### config.mk
export PLATFORM = sky130hd
export DESIGN_NAME = sat_counter
export DESIGN_NICKNAME = d
export VERILOG_FILES = /design/src/rtl/sat_counter.sv
export SDC_FILE = /design/constraint.sdc
export NUM_CORES = 1
export LEC_CHECK = 0
export ABC_AREA = 1
export CORE_ASPECT_RATIO = 1.1
export CORE_MARGIN = 8
export CORE_UTILIZATION = 49
export CTS_CLUSTER_SIZE = 28
export DETAILED_ROUTE_END_ITERATION = 10
export PLACE_DENSITY = 0.8
export SYNTH_ARGS = -nofsm -noshare
export SYNTH_HDL_FRONTEND = slang
export SYNTH_SLANG_ARGS = --single-unit
### constraint.sdc
create_clock -name clock -period 1.6 [get_ports clock]
set_input_delay 0.32 -clock clock [delete_from_list [all_inputs] [get_ports clock]]
set_output_delay 0.32 -clock clock [all_outputs]
set_load 0.02 [all_outputs]
### src/rtl/sat_counter.sv
// sat_counter: up-counter that sticks at all-ones.
//   clock : rising-edge clock
//   clear : synchronous active-high clear to zero
//   inc   : advance by one this edge (ignored once saturated)
//   count : current value
module sat_counter #(
  parameter int W = 16
) (
  input  logic         clock,
  input  logic         clear,
  input  logic         inc,
  output logic [W-1:0] count
);
  localparam logic [W-1:0] ONE = {{(W-1){1'b0}}, 1'b1};

  always_ff @(posedge clock) begin
    if (clear)                     count <= '0;
    else if (inc && (count != '1)) count <= count + ONE;
  end
endmodule

==> results_dict.tcl, run 1 <==
set metrics [dict create \
    final_hold_viol_count 0 \
    max_stage_delay_ns 0.38 \
    ios 19 \
    die-area_um2 3549 \
    antenna_found_initial 0 \
    final_util_pct 65.52 \
    postCtsHoldBufs 0 \
    period_share_pct 93.03 \
    p_sw_mw 0.1704 \
    fp.dieH_um 61.69 \
    power.internal_mw 0.5666 \
    netlist_instances 149 \
    syn2layout_area_growth_pct 25.57 \
    final-setup-viol-count 0 \
    crit_type "reg2reg" \
    layout_common_cells "nand2_1, nor2_1, dlygate4sd2_1" \
    vias 1014 \
    core.rowCount 16 \
    worst_pin_slew_ns 0.2658 \
    gp_congestion 0.9007 \
    grt_setup_unrepaired "false" \
    pwr-share-comb_pct 8.0 \
    cp_max_fo 4 \
    p_sw_share_pct 23.12 \
    grt_overflow 0 \
    core_um2 1782 \
    grt_max_degree 17 \
    drt_first_pass_iters 4 \
    finClkSkew_ns 0.001657 \
    synth.yosys.warnings 0 \
    placed_cell_area_um2 1142 \
    instances_no_fill 191 \
    dieWidth_um 57.53 \
    cp-end-kind "flop" \
    synth_ff_type "dfxtp_1" \
    cts_buffer_depth 2 \
    slew_viol_final 0 \
    cp-start-kind "flop" \
    power_mw 0.7370 \
    cts-root-buf "clkbuf_4" \
    synth_edf_count 0 \
    insertion_delay_ns 0.29 \
    maxSlewHeadroom_pct 82.35 \
    grt_pass1_wl_mm 4.112 \
    diodes 0 \
    syn_avg_cell_area_um2 6.239 \
    synthesis.area_um2 929.6 \
    p_leak_nw 0.5517 \
    cap_violations 0 \
    crit_path_frequent_cell "nor2_2" \
    timing.hold.ws_ns 0.5218 \
    largestRegisters "count (16)" \
    synth_area_leader_cell "dfxtp_1" \
    cp.required_ns 1.79 \
    p_per_area_nw_per_um2 631.3 \
    regArea_um2 321.6 \
    clock.fmax_ghz 0.6718 \
    final_common_cell "nand2_1" \
    top_register "count" \
    period_needed_ns 1.489 \
    drtIter0Drc 30 \
    wl_mm 2.392 \
    dp_cells 186 \
    hp-class "reg2reg" \
    drive_above_1_share_pct 13.87 \
    yosys.area.top_type_share_pct 34.45 \
    power_frac_seq_pct 55.5 \
    cts_tree "built" \
    clock-sinks 16 \
    largest_reg_flops 16 \
    layout.nets 178 \
    vias_per_cell 5.309 \
    crit_chain "ha_1 > inv_1 > nor2_2 > nand2_2 > nor2_2 > nand2_1 > nor3_1 > nor2_1" \
    critPathArrivalTime_ns 1.68 \
    ys_ff_latch 16 \
    status "finished, final reports clean" \
    start_util_pct 52.18 \
    seq_area_frac_synth_pct 34.45 \
    nFillCells 180 \
    fin_area_um2 1167 \
    clkPwrFrac_pct 36.6 \
    wl_per_cell_um 12.52 \
    antenna_left 0 \
    synthArstFlopShare_pct 0 \
    htreeDepth 1 \
    synth_cell_type_count 16 \
    grt_usage_pct 14.65 \
    clkTransAtPathRegs_ns 0.09 \
    synth_nets 153 \
    grt_pass1_vias 981 \
    multi_input_area_um2 559.3 \
    cts_buffers 3 \
    crit_path_top_delay_cell "dfxtp_1" \
    drc 0 \
    io_buffer_count 18 \
    synth.area.top_cells "dfxtp_1, nand2_1, nor2_1, nor2_2, nand3_1" \
    ir_worst_vdd_uv 496.3 \
    hpwl_mm 1.795 \
]
[layer usage]
| layer | vias to the layer above | track usage [%] | wire, um |
|---|---|---|---|
| met5 | - | 0 | 0 |
| met4 | 0 | 7.500 | 67 |
| met3 | 7 | 3.549 | 132 |
| met2 | 25 | 28.30 | 1171 |
| met1 | 472 | 14.39 | 1020 |
| li1 | 510 | - | - |
[cell usage after synthesis, types with 2 or more instances]
cell	n
inv_1	10
dfxtp_1	16
nor2_2	10
a21oi_1	7
nor2_4	2
nand4_1	3
nor2_1	35
nand2_1	46
nand3_1	12
nand2_2	2
[area by class of cell]
cell class	count	share of cell area, %
multi-input combinational	121	47.91
inverter	10	3.215
tap	18	1.929
sequential	16	27.55
timing repair buffer	22	16.29
clock buffer	4	3.108
[power groups by stage]
stage / combinational [mW] / clock (mW) / sequential, mW
final: 0.0588 / 0.270 / 0.409
after global routing: 0.0674 / 0.286 / 0.410
after CTS: 0.0598 / 0.276 / 0.408
after detailed placement: 0.0626 / 0 / 0.418
after global placement: 0.0588 / 0 / 0.417
after floorplan: 0.0320 / 0 / 0.423
[logic make-up after synthesis]
group,after synthesis,synth area share [%]
buffers and inverters,12,5.384
flip-flops,16,34.46
AO/OA/AOI/OAI,7,3.768
adder cells (fa/ha/maj),1,1.346
AND/OR/NAND/NOR,113,55.05
[repair_timing]
item                       4_1_cts  5_1_grt
pin swaps                        0        2
buffers inserted                 0        1
setup endpoints to repair       16       14
resized for setup               16        1
[metrics by stage]
stage	TNS (ns)	setup WS [ns]
6_report	0	0.1115
5_1_grt	0	0.001342
4_1_cts	0	0.06428
3_5_place_dp	-0.03158	-0.03158
3_3_place_gp	0	0.05315
2_1_floorplan	0	0.1218
[worst paths after layout]
check | slack (ns) | start | depth (start not counted) | end
hold / removal | 0.52 | count[0]$_SDFFE_PP0P_ | 2 | count[0]$_SDFFE_PP0P_
setup reg to reg | 0.11 | count[1]$_SDFFE_PP0P_ | 8 | count[12]$_SDFFE_PP0P_
hold reg to reg | 0.52 | count[0]$_SDFFE_PP0P_ | 2 | count[0]$_SDFFE_PP0P_
setup / recovery | 0.11 | count[1]$_SDFFE_PP0P_ | 8 | count[12]$_SDFFE_PP0P_
[critical path: cells and delay by family (launching register included)]
family	cells	cell delay, ns
flip-flops	1	0.38
AND/OR/NAND/NOR	6	0.78
adder cells (fa/ha/maj)	1	0.18
buffers and inverters	1	0.05
Power figures use the tool's default switching activity.
==> run 2: changes to the inputs <==
- CELL_PAD_IN_SITES_DETAIL_PLACEMENT: default -> 1
- CELL_PAD_IN_SITES_GLOBAL_PLACEMENT: default -> 2
- CORE_UTILIZATION: 49 -> 26
==> run 2 against run 1 <==
  * Final cell count increased by 17%
  * Global-route usage decreased by 4.3 points
  * Flip-flop and latch count unchanged
  * Core utilization decreased by 29 points
  * Largest cell class unchanged
  * Largest power group unchanged
==> results_dict.tcl, run 2 (synthesis gave the netlist of run 1 again) <==
set metrics [dict create \
    cts_tree "built" \
    grt_usage_pct 10.39 \
    htreeDepth 1 \
    final_common_cell "nand2_1" \
    die-area_um2 5747 \
    maxSlewHeadroom_pct 83.64 \
    drt_first_pass_iters 2 \
    ir_worst_vdd_uv 242.7 \
    vias_per_cell 4.607 \
    timing.rr.end "count[1]$_SDFFE_PP0P_" \
    antenna_found_initial 0 \
    reg2regPathDepth 9 \
    power_mw 0.6970 \
    hp-class "reg2reg" \
    critPathArrivalTime_ns 1.67 \
    p_per_area_nw_per_um2 568.5 \
    final_hold_viol_count 0 \
    period_needed_ns 1.450 \
    cp_max_fo 7 \
    core.rowCount 22 \
    drtIter0Drc 19 \
    io_buffer_count 18 \
    clock.fmax_ghz 0.6894 \
    crit_chain "ha_1 > inv_1 > nor2_4 > nand2_2 > nor2_8 > nor2_4 > nand2_1 > nand2_1 > nor2_1" \
    p_leak_nw 0.5649 \
    crit_type "reg2reg" \
    clock-sinks 16 \
    whs_path_depth 2 \
    layout.nets 182 \
    hpwl_mm 2.235 \
    dieWidth_um 73.02 \
    final_util_pct 36.22 \
    grt_setup_unrepaired "false" \
    ios 19 \
    grt_pass1_wl_mm 4.795 \
    crit_path_top_delay_cell "dfxtp_2" \
    placed_cell_area_um2 1210 \
    cts_buffers 3 \
    wl_per_cell_um 12.17 \
    final-setup-viol-count 0 \
    top_register "count" \
    insertion_delay_ns 0.29 \
    grt_max_degree 17 \
    slew_viol_final 0 \
    drive_above_1_share_pct 15.34 \
    gp_congestion 0.7617 \
    status "finished, final reports clean" \
    period_share_pct 90.65 \
    cap_violations 0 \
    min_from "count[1]$_SDFFE_PP0P_" \
    layout_common_cells "nand2_1, nor2_1, dlygate4sd2_1" \
    fp.dieH_um 78.72 \
    cts_buffer_depth 2 \
    antenna_left 0 \
    reg2reg_from "count[1]$_SDFFE_PP0P_" \
    worst_pin_slew_ns 0.2446 \
    largestRegisters "count (16)" \
    holdPathEnd "count[1]$_SDFFE_PP0P_" \
    vias 1032 \
    rrSetupSlack_ns 0.15 \
    largest_reg_flops 16 \
    grt_overflow 0 \
    diodes 0 \
    cp-end-kind "flop" \
    postCtsHoldBufs 0 \
    fin_area_um2 1226 \
    timing.hold.ws_ns 0.5277 \
    start_util_pct 27.46 \
    finClkSkew_ns 0.005771 \
    wl_mm 2.727 \
    max_stage_delay_ns 0.36 \
    cts-root-buf "clkbuf_4" \
    core_um2 3386 \
    cp.required_ns 1.82 \
    clkTransAtPathRegs_ns 0.09 \
    grt_pass1_vias 1111 \
    syn2layout_area_growth_pct 31.90 \
    drc 0 \
    cp-start-kind "flop" \
]
run 2: changes by cell type in the layout (fill, tap and decap cells not counted), sizes merged:
cell    delta
buf        +4
clkbuf     -1
run 2: report_power, final:
group | leakage [nW] | switching [mW] | total (mW) | internal [mW]
combinational | 0.421 | 0.0371 | 0.0670 | 0.0299
sequential | 0.130 | 0.00420 | 0.408 | 0.403
clock | 0.0138 | 0.135 | 0.222 | 0.0877
total | 0.565 | 0.176 | 0.697 | 0.521
run 2: worst max-delay path by stage:
| stage | start | to | slack (ns) | cells after the start |
|---|---|---|---|---|
| detailed placement | inc | count[13]$_SDFFE_PP0P_ | -0.07 | 7 |
| floorplan | count[0]$_SDFFE_PP0P_ | count[0]$_SDFFE_PP0P_ | 0.12 | 8 |
| global placement | inc | count[13]$_SDFFE_PP0P_ | -0.02 | 7 |
| global route | count[1]$_SDFFE_PP0P_ | count[12]$_SDFFE_PP0P_ | 0.01 | 8 |
| CTS | count[1]$_SDFFE_PP0P_ | count[10]$_SDFFE_PP0P_ | 0.002 | 7 |
| finish | count[1]$_SDFFE_PP0P_ | count[1]$_SDFFE_PP0P_ | 0.15 | 9 |
run 2: metal layers:
| layer | wire length (um) | part of all wire, % | global-route usage [%] | up-vias |
|---|---|---|---|---|
| met4 | 79 | 2.9 | 5.010 | 0 |
| met2 | 1351 | 50 | 18.71 | 20 |
| met5 | 0 | 0 | 0 | - |
| li1 | - | - | - | 520 |
| met1 | 1127 | 41 | 10.30 | 483 |
| met3 | 169 | 6.2 | 3.643 | 9 |
run 2: cell type report:
cell class / count / area, um^2
multi-input cells: 121 / 564.3
repair buffers: 26 / 220.2
fillers: 459 / 2160
clock buffers: 3 / 22.52
inverters: 10 / 37.54
flip-flops and latches: 16 / 321.6
well taps: 48 / 60.06
run 2: critical path: cells and delay by family (launching register included):
kind                     cells  cell delay (ns)
AND/OR/NAND/NOR              7             0.77
buffers and inverters        1             0.07
flip-flops                   1             0.36
adder cells (fa/ha/maj)      1             0.17
run 2: repair_timing:
| item | in CTS | in global routing |
|---|---|---|
| gates resized for setup | 16 | 2 |
| setup buffers | 0 | 1 |
| pin swaps | 0 | 1 |
| setup endpoints to repair | 18 | 16 |
run 2: stage by stage:
step	setup TNS [ns]	setup slack (ns)	instances
floorplan	0	0.1218	149
global placement	-0.02483	-0.02483	220
detailed placement	-0.1391	-0.06575	220
CTS	0	0.002408	223
global route	0	0.01433	224
finish	0	0.1495	224
==> run 3: changes to the inputs <==
- CORE_MARGIN: 8 -> 10
==> run 3 against run 2 <==
  * Sequential share of layout area rose by 0.16 points
  * Setup slack got worse by 0.017 ns
  * First-iteration DRC count rose by 89%
  * Flip-flop and latch count did not move
  * Worst hold slack got worse by 0.0013 ns
  * Die area rose by 11%
  * Global-route usage fell by 0.98 points
  * Clock-buffer cell count did not move
  * Critical path type unchanged
  * Largest power group unchanged
==> results_dict.tcl, run 3 (synthesis gave the netlist of run 1 again) <==
set metrics [dict create \
    status "finished, final reports clean" \
    cts_tree "built" \
    multi_input_area_um2 564.3 \
    hp-class "reg2reg" \
    hpwl_mm 2.169 \
    clkTransAtPathRegs_ns 0.09 \
    grt_pass1_wl_mm 4.926 \
    core_um2 3386 \
    reg2regPathDepth 8 \
    cap_violations 0 \
    p_sw_share_pct 25.89 \
    crit_family "simple AND/OR/NAND/NOR gates" \
    p_leak_nw 0.5591 \
    diodes 0 \
    instances_no_fill 223 \
    final-setup-viol-count 0 \
    clkPwrFrac_pct 32.8 \
    cts_buffers 3 \
    core.rowCount 22 \
    crit_path_end "count[12]$_SDFFE_PP0P_" \
    worst_pin_slew_ns 0.2419 \
    dr_wl_met2_mm 1.316 \
    cts_buffer_depth 2 \
    gp_congestion 0.8027 \
    pwr-share-comb_pct 8.7 \
    wl_mm 2.735 \
    dieWidth_um 77.02 \
    largestRegisters "count (16)" \
    cts-root-buf "clkbuf_4" \
    crit_type "reg2reg" \
    vias_per_cell 4.520 \
    cp-end-kind "flop" \
    met1Wirelength_mm 1.217 \
    slew_viol_final 0 \
    wl_per_cell_um 12.26 \
    finClkSkew_ns 0.008044 \
    power.internal_mw 0.5171 \
    ir_worst_vdd_uv 259.9 \
    p_per_area_nw_per_um2 572.6 \
    insertion_delay_ns 0.30 \
    antenna_left 0 \
    dp_cells 218 \
    regArea_um2 321.6 \
    grt_setup_unrepaired "false" \
    grt_max_degree 17 \
    p_sw_mw 0.1807 \
    layout.nets 181 \
    crit_cells 8 \
    final_hold_viol_count 0 \
    setup.worst_path.start "count[1]$_SDFFE_PP0P_" \
    vias 1008 \
    ios 19 \
    grt_usage_pct 9.408 \
    htreeDepth 1 \
    power_frac_seq_pct 58.6 \
    io_buffer_count 18 \
    crit_chain "ha_1 > inv_1 > nor2_4 > nand2_2 > nor2_2 > nand2_1 > nor3_1 > nor2_1" \
    crit_path_top_delay_cell "dfxtp_1" \
    cp-start-kind "flop" \
    drc 0 \
    clock.fmax_ghz 0.6813 \
    topRoutingLayerUsed "met4" \
    wl_met3_um 166 \
    grt_overflow 0 \
    max_stage_delay_ns 0.38 \
    reg2reg_from "count[1]$_SDFFE_PP0P_" \
    antenna_found_initial 0 \
    largest_reg_flops 16 \
    timing.hold.ws_ns 0.5264 \
    whs_path_depth 2 \
    cp.required_ns 1.80 \
    nFillCells 448 \
    grt_pass1_vias 1098 \
    layout_common_cells "nand2_1, nor2_1, dlygate4sd2_1" \
    drtIter0Drc 36 \
    final_util_pct 35.99 \
    top_register "count" \
    period_share_pct 91.74 \
    min_from "count[1]$_SDFFE_PP0P_" \
    period_needed_ns 1.468 \
    fp.dieH_um 82.72 \
    syn2layout_area_growth_pct 31.09 \
    critPathBufInv 1 \
    critPathArrivalTime_ns 1.66 \
    drive_above_1_share_pct 14.86 \
    drt_first_pass_iters 4 \
    die-area_um2 6370 \
    clock-sinks 16 \
    final_common_cell "nand2_1" \
    cp_max_fo 4 \
    timing.rr.end "count[12]$_SDFFE_PP0P_" \
    rrSetupSlack_ns 0.13 \
    maxSlewHeadroom_pct 83.83 \
    start_util_pct 27.46 \
]
[run 3: worst min path at each step]
stage | end | slack [ns]
after global routing | count[2]$_SDFFE_PP0P_ | 0.58
after global placement | count[15]$_SDFFE_PP0P_ | 0.51
final | count[1]$_SDFFE_PP0P_ | 0.53
after floorplan | count[6]$_SDFFE_PP0P_ | 0.53
after CTS | count[1]$_SDFFE_PP0P_ | 0.53
after detailed placement | count[1]$_SDFFE_PP0P_ | 0.52
[run 3: area by class of cell]
| cell class | instances | share of cell area (%) |
|---|---|---|
| well taps | 48 | 4.928 |
| flip-flops and latches | 16 | 26.39 |
| multi-input cells | 121 | 46.30 |
| clock buffers | 3 | 1.848 |
| inverters | 10 | 3.080 |
| repair buffers | 25 | 17.45 |
[run 3: per-layer routing]
metal | global-route usage, % | vias up
met3 | 3.024 | 3
met5 | 0 | -
met1 | 9.624 | 467
met2 | 17.45 | 19
li1 | - | 519
met4 | 4.380 | 0
[run 3: power groups by stage]
stage / Combinational (mW) / Sequential, mW / Clock, mW
after CTS: 0.0617 / 0.409 / 0.239
after global routing: 0.0705 / 0.410 / 0.260
after floorplan: 0.0320 / 0.423 / 0
final: 0.0604 / 0.409 / 0.229
after detailed placement: 0.0647 / 0.418 / 0
after global placement: 0.0624 / 0.418 / 0
[run 3: stage by stage]
step	area, um^2	setup TNS (ns)	total power [mW]	worst slack [ns]
final	1219	0	0.6978	0.1321
after global routing	1219	0	0.7409	0.003298
after detailed placement	1195	-0.1044	0.4825	-0.04126
after global placement	1195	-0.007272	0.4803	-0.007272
after floorplan	929.6	0	0.4550	0.1218
after CTS	1212	0	0.7090	0.03979
[run 3: worst reg2reg max path: stages (launching register included)]
cell	delay (ns)
dfxtp_1	0.38
ha_1	0.18
inv_1	0.07
nor2_4	0.16
nand2_2	0.12
nor2_2	0.16
nand2_1	0.09
nor3_1	0.15
nor2_1	0.05
[run 3: timing repair]
item / in CTS / in global routing
setup endpoints to repair: 20 / 15
pin swaps: 1 / 1
setup buffers: 2 / 0
endpoints found under the hold margin: 0 / 0
gates cloned: 0 / 0
gates resized for setup: 16 / 2
hold buffers: 0 / 0
